===== src/rtl/switch_event_arbiter_pkg.sv =====
// Shared definitions for the switch event arbiter: FSM encoding and default sizing.
package switch_event_arbiter_pkg;

  localparam int unsigned C_NUM_SW_DEF     = 4;
  localparam int unsigned C_LONG_LIMIT_DEF = 25000000;

  typedef enum logic {
    ST_IDLE    = 1'b0,
    ST_PRESENT = 1'b1
  } arb_state_e;

  // Index width that stays legal for a single-switch build.
  function automatic int unsigned id_width(input int unsigned n);
    return (n > 1) ? $clog2(n) : 1;
  endfunction

endpackage


===== src/rtl/switch_event_arbiter_track.sv =====
// Per-switch tracker: press-edge and long-hold detection with pending bits and a sticky loss flag.
module switch_event_track
  import switch_event_arbiter_pkg::*;
#(
  parameter  int unsigned c_LONG_LIMIT = C_LONG_LIMIT_DEF,
  localparam int unsigned CNT_W        = $clog2(c_LONG_LIMIT + 1)
) (
  input  logic i_Clk,
  input  logic i_Rst,
  input  logic i_Switch,
  input  logic i_Clr_Press,
  input  logic i_Clr_Long,
  output logic o_Press_Pend,
  output logic o_Long_Pend,
  output logic o_Overrun
);

  localparam logic [CNT_W-1:0] LIMIT = CNT_W'(c_LONG_LIMIT);

  logic             sw_q, sw_d;
  logic [CNT_W-1:0] cnt_q, cnt_d;
  logic             press_q, press_d;
  logic             long_q, long_d;
  logic             ovr_q, ovr_d;
  logic             press_set_c, long_set_c;

  // A set that coincides with the arbiter's clear keeps the bit and is not a loss.
  always_comb begin
    sw_d        = i_Switch;
    cnt_d       = '0;
    press_set_c = i_Switch & ~sw_q;
    long_set_c  = i_Switch & (cnt_q == (LIMIT - CNT_W'(1)));
    if (i_Switch) begin
      cnt_d = (cnt_q == LIMIT) ? LIMIT : cnt_q + CNT_W'(1);
    end
    press_d = press_set_c | (press_q & ~i_Clr_Press);
    long_d  = long_set_c | (long_q & ~i_Clr_Long);
    ovr_d   = ovr_q
            | (press_set_c & press_q & ~i_Clr_Press)
            | (long_set_c & long_q & ~i_Clr_Long);
  end

  always_ff @(posedge i_Clk) begin
    if (i_Rst) begin
      sw_q    <= i_Switch;
      cnt_q   <= '0;
      press_q <= 1'b0;
      long_q  <= 1'b0;
      ovr_q   <= 1'b0;
    end else begin
      sw_q    <= sw_d;
      cnt_q   <= cnt_d;
      press_q <= press_d;
      long_q  <= long_d;
      ovr_q   <= ovr_d;
    end
  end

  assign o_Press_Pend = press_q;
  assign o_Long_Pend  = long_q;
  assign o_Overrun    = ovr_q;

endmodule


===== src/rtl/switch_event_arbiter.sv =====
// Round-robin arbiter presenting press / long-press events from c_NUM_SW switch trackers.
module switch_event_arbiter
  import switch_event_arbiter_pkg::*;
#(
  parameter  int unsigned c_NUM_SW     = C_NUM_SW_DEF,
  parameter  int unsigned c_LONG_LIMIT = C_LONG_LIMIT_DEF,
  localparam int unsigned ID_W         = id_width(c_NUM_SW)
) (
  input  logic                i_Clk,
  input  logic                i_Rst,
  input  logic [c_NUM_SW-1:0] i_Switch,
  output logic                o_Ev_Valid,
  input  logic                i_Ev_Ready,
  output logic [ID_W-1:0]     o_Ev_Id,
  output logic                o_Ev_Long,
  output logic                o_Overrun
);

  arb_state_e          state_q, state_d;
  logic [ID_W-1:0]     rr_ptr_q, rr_ptr_d;
  logic [ID_W-1:0]     ev_id_q, ev_id_d;
  logic                ev_long_q, ev_long_d;
  logic                valid_q, valid_d;
  logic                overrun_q, overrun_d;

  logic [c_NUM_SW-1:0] press_pend, long_pend, trk_ovr;
  logic [c_NUM_SW-1:0] clr_press_c, clr_long_c;
  logic [ID_W-1:0]     win_c;
  logic                any_pend_c;

  for (genvar g = 0; g < c_NUM_SW; g++) begin : g_trk
    switch_event_track #(.c_LONG_LIMIT(c_LONG_LIMIT)) u_trk (
      .i_Clk        (i_Clk),
      .i_Rst        (i_Rst),
      .i_Switch     (i_Switch[g]),
      .i_Clr_Press  (clr_press_c[g]),
      .i_Clr_Long   (clr_long_c[g]),
      .o_Press_Pend (press_pend[g]),
      .o_Long_Pend  (long_pend[g]),
      .o_Overrun    (trk_ovr[g])
    );
  end

  // First switch with anything pending, searching upward from rr_ptr with wrap.
  always_comb begin : arb_pick
    logic [ID_W:0] idx;
    logic          found;
    idx        = '0;
    found      = 1'b0;
    win_c      = '0;
    any_pend_c = |(press_pend | long_pend);
    for (int unsigned i = 0; i < c_NUM_SW; i++) begin
      idx = {1'b0, rr_ptr_q} + (ID_W + 1)'(i);
      if (idx >= (ID_W + 1)'(c_NUM_SW)) begin
        idx = idx - (ID_W + 1)'(c_NUM_SW);
      end
      if (!found && (press_pend[idx[ID_W-1:0]] || long_pend[idx[ID_W-1:0]])) begin
        found = 1'b1;
        win_c = idx[ID_W-1:0];
      end
    end
  end

  always_ff @(posedge i_Clk) begin
    if (i_Rst) begin
      state_q   <= ST_IDLE;
      rr_ptr_q  <= '0;
      ev_id_q   <= '0;
      ev_long_q <= 1'b0;
      valid_q   <= 1'b0;
      overrun_q <= 1'b0;
    end else begin
      state_q   <= state_d;
      rr_ptr_q  <= rr_ptr_d;
      ev_id_q   <= ev_id_d;
      ev_long_q <= ev_long_d;
      valid_q   <= valid_d;
      overrun_q <= overrun_d;
    end
  end

  always_comb begin
    state_d = state_q;
    case (state_q)
      ST_IDLE:    if (any_pend_c) state_d = ST_PRESENT;
      ST_PRESENT: if (i_Ev_Ready) state_d = ST_IDLE;
      default:    state_d = ST_IDLE;
    endcase
  end

  // Event fields load only when leaving IDLE; press beats long within the winner.
  always_comb begin
    ev_id_d     = ev_id_q;
    ev_long_d   = ev_long_q;
    rr_ptr_d    = rr_ptr_q;
    clr_press_c = '0;
    clr_long_c  = '0;
    valid_d     = (state_d == ST_PRESENT);
    overrun_d   = overrun_q | (|trk_ovr);
    if (state_q == ST_IDLE && any_pend_c) begin
      ev_id_d            = win_c;
      ev_long_d          = ~press_pend[win_c];
      clr_press_c[win_c] = press_pend[win_c];
      clr_long_c[win_c]  = ~press_pend[win_c];
    end else if (state_q == ST_PRESENT && i_Ev_Ready) begin
      rr_ptr_d = (ev_id_q == ID_W'(c_NUM_SW - 1)) ? '0 : ev_id_q + ID_W'(1);
    end
  end

  assign o_Ev_Valid = valid_q;
  assign o_Ev_Id    = ev_id_q;
  assign o_Ev_Long  = ev_long_q;
  assign o_Overrun  = overrun_q;

endmodule


===== config.mk =====
export PLATFORM = sky130hd
export DESIGN_NAME = switch_event_arbiter
export DESIGN_NICKNAME = d
export VERILOG_FILES = /design/src/rtl/switch_event_arbiter_pkg.sv /design/src/rtl/switch_event_arbiter_track.sv /design/src/rtl/switch_event_arbiter.sv
export SDC_FILE = /design/constraint.sdc
export NUM_CORES = 1
export LEC_CHECK = 0
export CAP_MARGIN = 30
export CORE_ASPECT_RATIO = 0.6
export CORE_MARGIN = 4
export CORE_UTILIZATION = 61
export CTS_CLUSTER_SIZE = 28
export DETAILED_ROUTE_END_ITERATION = 16
export GPL_TIMING_DRIVEN = 0
export PLACE_DENSITY = 0.76
export REMOVE_ABC_BUFFERS = 1
export SYNTH_ARGS = -nofsm -noshare
export SYNTH_HDL_FRONTEND = slang
export SYNTH_SLANG_ARGS = --single-unit

===== constraint.sdc =====
create_clock -name i_Clk -period 3.41 [get_ports i_Clk]
set_input_delay 0.682 -clock i_Clk [delete_from_list [all_inputs] [get_ports i_Clk]]
set_output_delay 0.682 -clock i_Clk [all_outputs]
set_load 0.1 [all_outputs]

==> results of run 1 <==
[cell type report]
type	instances	area (um^2)
Tap cell	112	140
Multi-Input combinational cell	480	2850
Clock inverter	8	92.6
Inverter	21	78.8
Clock buffer	23	478
Timing Repair Buffer	12	118
Fill cell	650	2370
Sequential cell	123	2460
[synthesized netlist by cell type, types with 2 or more instances]
cell	number	area share
nor3_1	14	0.013
o21bai_1	3	0.0041
nor2_1	122	0.084
or2_2	5	0.0057
nand3b_1	2	0.0028
nand2b_1	3	0.0034
ha_1	9	0.021
dfxtp_1	123	0.45
and2_1	5	0.0057
nand2_1	58	0.040
and4_1	5	0.0080
buf_2	2	0.0018
nor4b_1	6	0.0096
or3_1	7	0.0080
nor4_1	13	0.015
clkbuf_1	11	0.0076
inv_1	21	0.014
nor2b_1	3	0.0034
xor2_1	58	0.093
nand4b_1	2	0.0032
mux2i_1	3	0.0055
a21oi_1	15	0.014
a21o_1	2	0.0028
nand4_1	18	0.021
nand3_1	45	0.041
and3_1	21	0.024
o221ai_1	2	0.0032
o21ai_0	9	0.0083
xnor2_1	29	0.047
[stage by stage]
step | std cells | util | cell area, um^2 | hold slack [ns] | worst slack (ns)
floorplan | 624 | - | 5390 | 0.425 | 1.50
global placement | 747 | 0.656 | 5640 | 0.439 | 0.182
detailed placement | 747 | 0.656 | 5640 | 0.444 | 0.0730
CTS | 778 | 0.723 | 6210 | 0.457 | 0.506
global route | 779 | 0.724 | 6210 | 0.484 | 0.294
finish | 779 | 0.724 | 6210 | 0.452 | 0.483
[power by group through the flow]
stage / logic [mW] / registers [mW] / clock network, mW
after floorplan: 0.0871 / 1.56 / 0
after detailed placement: 0.192 / 1.52 / 0
after global routing: 0.210 / 1.49 / 1.82
after global placement: 0.186 / 1.51 / 0
final: 0.194 / 1.49 / 1.73
after CTS: 0.193 / 1.49 / 1.75
[layer usage]
| layer | vias to the layer above | part of all wire |
|---|---|---|
| li1 | 2221 | - |
| met1 | 2089 | 0.51 |
| met2 | 76 | 0.45 |
| met3 | 14 | 0.035 |
| met4 | 0 | 0.011 |
| met5 | - | 0 |
[registers in the layout, summed over array words and instances (netlist names), 2 cells and up]
register	flops
g_trk.u_trk.cnt_q	100
g_trk.u_trk.o_Long_Pend	4
g_trk.u_trk.o_Overrun	4
g_trk.u_trk.o_Press_Pend	4
g_trk.u_trk.sw_q	4
o_Ev_Id	2
rr_ptr_q	2
[final timing paths]
| kind | from | to | slack (ns) | cells after the start |
|---|---|---|---|---|
| worst min register to register | g_trk[2].u_trk.cnt_q[0]$_SDFF_PP0_ | g_trk[2].u_trk.cnt_q[0]$_SDFF_PP0_ | 0.45 | 1 |
| worst min-delay path | g_trk[2].u_trk.cnt_q[0]$_SDFF_PP0_ | g_trk[2].u_trk.cnt_q[0]$_SDFF_PP0_ | 0.45 | 1 |
| worst max register to register | g_trk[3].u_trk.cnt_q[7]$_SDFF_PP0_ | g_trk[3].u_trk.cnt_q[3]$_SDFF_PP0_ | 1.17 | 4 |
| worst max-delay path | i_Rst | g_trk[2].u_trk.cnt_q[4]$_SDFF_PP0_ | 0.48 | 5 |
[cells by family after synthesis]
kind of cell / Yosys count / share of synthesized area
simple gates: 338 / 0.304
compound gates: 43 / 0.0519
xor+xnor: 87 / 0.140
mux: 3 / 0.00551
buf+inv: 36 / 0.0259
fa+ha+maj: 9 / 0.0207
flops: 123 / 0.452
[cell usage in the layout (no fill, tap or decap), drive strengths merged, types with 18 or more instances in the layout]
cell type,instances
nand3,45
dfxtp,123
nor2,122
inv,21
nand4,18
xnor2,29
clkbuf,23
nand2,58
xor2,58
and3,22
==> out/metrics.yaml, run 1 <==
status: "complete, no violations"
tightestPinTransition_ns: 1.03
cp-end-kind: "flop"
ys.flop_type: "dfxtp_1"
slew_violations: 0
vias: 4400
crit_buf_inv: 2
crit_chain: "clkdlybuf4s50_1, inv_1, nand2_1, o21bai_1, nor2_1"
sequentialPowerShare: 0.435
finalSetupViolCount: 0
drc_errors: 0
timing.setup.tns_ns: 0
grt_pass1_wl_um: 19300
start_util: 0.634
clk-insertion-delay-late_ns: 0.41
intPower_mw: 2.64
die_area_um2: 10600
cts_inserted_buffers: 17
cts-root-buf: "clkbuf_16"
place_congestion: 0.805
grt_busiest_layer: "met2"
power_density_nw_per_um2: 550
num_rows: 26
clock_path_buffers: 2
die_h_um: 81.2
relSlewSlack: 0.314
start_kind: "input port"
wl_um: 11000
portBuffers: 11
dr.pass1.iters: 5
p_switching_uw: 774
clockPowerShare: 0.508
holdBufCountCts: 0
met1_usage: 0.309
period_minus_slack_ns: 2.93
synth-async-reset-ratio: 0
antenna_found_initial: 0
ys_seq_area_frac: 0.452
synth.avg_cell_area_um2: 8.53
fin_crit_sh: 0.858
crit_slowest_cell: "clkdlybuf4s50_1"
synthCells: 639
fmax_mhz: 342
layout-drive-gt1-share: 0.0600
clk_pin_slew_ns: 0.05
tritoncts: "built"
rsz0062_at_grt: "no"
drv_cap: 0
synth_area_um2: 5450
dp_hpwl_um: 7480
total_power_mw: 3.42
max_stage_delay_ns: 0.94
antenna_cells: 0
die_x_um: 130
clock_skew_ns: 0.00825
coreArea_um2: 8590
boundaryPins: 12
ys_types: 52
grt_pass1_vias: 4229
use_met3: 0.0565
crit_type: "in2reg"
hold_viol: 0
cp.required_ns: 3.66
path_max_fanout: 17
area_growth_pct: 14.1
ctsResizeCount: 0
fin_nets: 671
synth_edf_count: 0
netSwitchingFraction: 0.226
synth_seq_cells: 123
worstHoldPathType: "reg2reg"
routed_via_density: 5.65
yosys_warnings: 0
h-tree-depth: 4
critPathTopFamily: "buffers and inverters"
critPathArrivalTime_ns: 3.18
track_usage: 0.229
clkSinkCount: 123
ir_worst_vdd_uv: 404
combPwrFrac: 0.057
met2_usage: 0.355
drtAntennaViolNets: 0
wl_per_cell_um: 14.2
drt_iter0_drc: 282
grt_max_degree: 18
cts_setup_buffers: 0
leakagePower_nw: 2.20
grt_overflow: 0
Note: power is estimated with default switching activity, not from simulation.
==> run 2: changes to the inputs <==
Settings changed: CORE_UTILIZATION 61 to 30, PLACE_DENSITY 0.76 to 0.42.
==> run 2 against run 1 <==
Net effect: sequential cell count stayed put; critical path depth stayed put; combinational power hardly changed; sequential share of layout area is 1.1 points lower; clock-buffer cell count is 5 lower; register-to-register slack worse by 0.04 ns; maximum frequency is 2.0% lower; first-iteration DRC count is 12% lower; final cell count is 16% higher; global-route usage is 11 points lower; core utilization is 36 points lower; critical path type unchanged.
==> out/metrics.yaml, run 2 (synthesis results as in run 1) <==
die_h_um: 112  # was 81.2 um
slew_violations: 0  # unchanged
clk_pin_slew_ns: 0.06  # was 0.05 ns
finalSetupViolCount: 0  # unchanged
cts_setup_buffers: 0  # unchanged
start_kind: "input port"  # unchanged
max_stage_delay_ns: 0.94  # about the same
portBuffers: 11  # unchanged
path_max_fanout: 17  # unchanged
crit_type: "in2reg"  # unchanged
drt_iter0_drc: 247  # was 282
clk-insertion-delay-late_ns: 0.41  # about the same
grt_pass1_wl_um: 19900  # was 19300 um
hold_viol: 0  # unchanged
crit_chain: "clkdlybuf4s50_1, inv_1, nand2_1, o21bai_1, nor2_1"  # unchanged
h-tree-depth: 4  # unchanged
grt_pass1_vias: 3972  # was 4229
routed_via_density: 4.62  # was 5.65
wl_um: 11500  # was 11000 um
layout-drive-gt1-share: 0.0644  # was 0.0600
drtAntennaViolNets: 0  # unchanged
drv_cap: 0  # unchanged
clock_skew_ns: 0.0186  # was 0.00825 ns
final.fill_count: 1793  # was 650
combPwrFrac: 0.055  # was 0.057
track_usage: 0.118  # was 0.229
rsz0062_at_grt: "no"  # unchanged
place_congestion: 0.748  # was 0.805
status: "complete, no violations"  # unchanged
regArea_um2: 2460  # unchanged
fin_crit_sh: 0.876  # was 0.858
fin_nets: 671  # unchanged
clock_path_buffers: 2  # unchanged
placed_area_um2: 5790  # was 5640 um^2
critPathArrivalTime_ns: 3.24  # was 3.18 ns
cts-root-buf: "clkbuf_16"  # unchanged
crit_slowest_cell: "clkdlybuf4s50_1"  # unchanged
final_common_cell: "dfxtp_1"  # unchanged
worstHoldPathType: "reg2reg"  # unchanged
clkSinkCount: 123  # unchanged
crit_buf_inv: 2  # unchanged
area_growth_pct: 17.4  # was 14.1%
netSwitchingFraction: 0.240  # was 0.226
die_area_um2: 20500  # was 10600 um^2
start_util: 0.312  # was 0.634
place_ws_ns: -0.0871  # was 0.0730 ns
tritoncts: "built"  # unchanged
ir_worst_vdd_uv: 292  # was 404 uV
finalInstanceArea_um2: 6400  # was 6210 um^2
power_density_nw_per_um2: 550  # about the same
grt_max_degree: 18  # unchanged
whs_ns: 0.469  # was 0.452 ns
vias: 4167  # was 4400
multi_input_area_um2: 2850  # unchanged
num_rows: 37  # was 26
coreArea_um2: 17500  # was 8590 um^2
antenna_cells: 0  # unchanged
dr.pass1.iters: 4  # was 5
critPathTopFamily: "buffers and inverters"  # unchanged
p_switching_uw: 845  # was 774 uW
largest_register_ffs: 100  # unchanged
relSlewSlack: 0.329  # was 0.314
wl_per_cell_um: 12.7  # was 14.2 um
cp-end-kind: "flop"  # unchanged
holdBufCountCts: 0  # unchanged
antenna_found_initial: 0  # unchanged
fin_ws_ns: 0.422  # was 0.483 ns
cp.required_ns: 3.66  # about the same
period_minus_slack_ns: 2.99  # was 2.93 ns
die_x_um: 182  # was 130 um
ctsResizeCount: 0  # unchanged
dp_hpwl_um: 8120  # was 7480 um
clockPowerShare: 0.522  # was 0.508
tightestPinTransition_ns: 0.997  # was 1.03 ns
boundaryPins: 12  # unchanged
final_cell_mix: "123 x dfxtp_1, 122 x nor2_1, 58 x nand2_1, 58 x xor2_1, 45 x nand3_1"  # unchanged
leakagePower_nw: 2.19  # was 2.20 nW
sequentialPowerShare: 0.423  # was 0.435
fmax_mhz: 335  # was 342 MHz
r2r_slack_ns: 1.13  # was 1.17 ns
largest_register: "g_trk.u_trk.cnt_q"  # unchanged
grt_overflow: 0  # unchanged
cts_inserted_buffers: 17  # unchanged
intPower_mw: 2.67  # was 2.64 mW
total_power_mw: 3.52  # was 3.42 mW
drc_errors: 0  # unchanged
run 2: cell types whose count changed in the layout (fill, tap and decap cells not counted), moves of 2 or more:
| cell | change |
|---|---|
| inv_6 | +2 |
| clkinv_2 | -3 |
| clkinvlp_4 | +5 |
| clkbuf_8 | -3 |
| clkbuf_1 | -2 |
run 2: area by class of cell:
class,count,share of cell area
flip-flops and latches,123,0.385
well taps,234,0.0458
clock buffers,18,0.0671
repair buffers,12,0.0184
clock inverters,14,0.0268
multi-input cells,480,0.445
inverters,21,0.0123
run 2: power groups by stage:
stage / registers [mW] / logic, mW / clock network, mW
4_1_cts: 1.49 / 0.196 / 1.90
6_report: 1.49 / 0.194 / 1.84
3_5_place_dp: 1.52 / 0.195 / 0
3_3_place_gp: 1.52 / 0.193 / 0
5_1_grt: 1.49 / 0.213 / 1.97
2_1_floorplan: 1.56 / 0.0871 / 0
run 2: routing by layer:
| metal | routed length, um | global-route usage | up-vias |
|---|---|---|---|
| met5 | 0 | 0 | - |
| met3 | 234 | 0.0288 | 2 |
| met4 | 42 | 0.0375 | 0 |
| li1 | - | - | 2216 |
| met2 | 4440 | 0.155 | 27 |
| met1 | 6780 | 0.184 | 1922 |
run 2: final timing paths:
kind | to | cells after the start | start
max | g_trk[1].u_trk.cnt_q[8]$_SDFF_PP0_ | 5 | i_Rst
min | g_trk[2].u_trk.cnt_q[0]$_SDFF_PP0_ | 1 | g_trk[2].u_trk.cnt_q[0]$_SDFF_PP0_
max reg2reg | g_trk[3].u_trk.cnt_q[22]$_SDFF_PP0_ | 6 | g_trk[3].u_trk.cnt_q[0]$_SDFF_PP0_
min reg2reg | g_trk[2].u_trk.cnt_q[0]$_SDFF_PP0_ | 1 | g_trk[2].u_trk.cnt_q[0]$_SDFF_PP0_
run 2: through the flow:
step	setup TNS [ns]	instances	utilization
3_5_place_dp	-2.26	869	0.332
4_1_cts	0	901	0.366
6_report	0	902	0.367
3_3_place_gp	-1.32	869	0.332
5_1_grt	0	902	0.367
2_1_floorplan	0	624	-
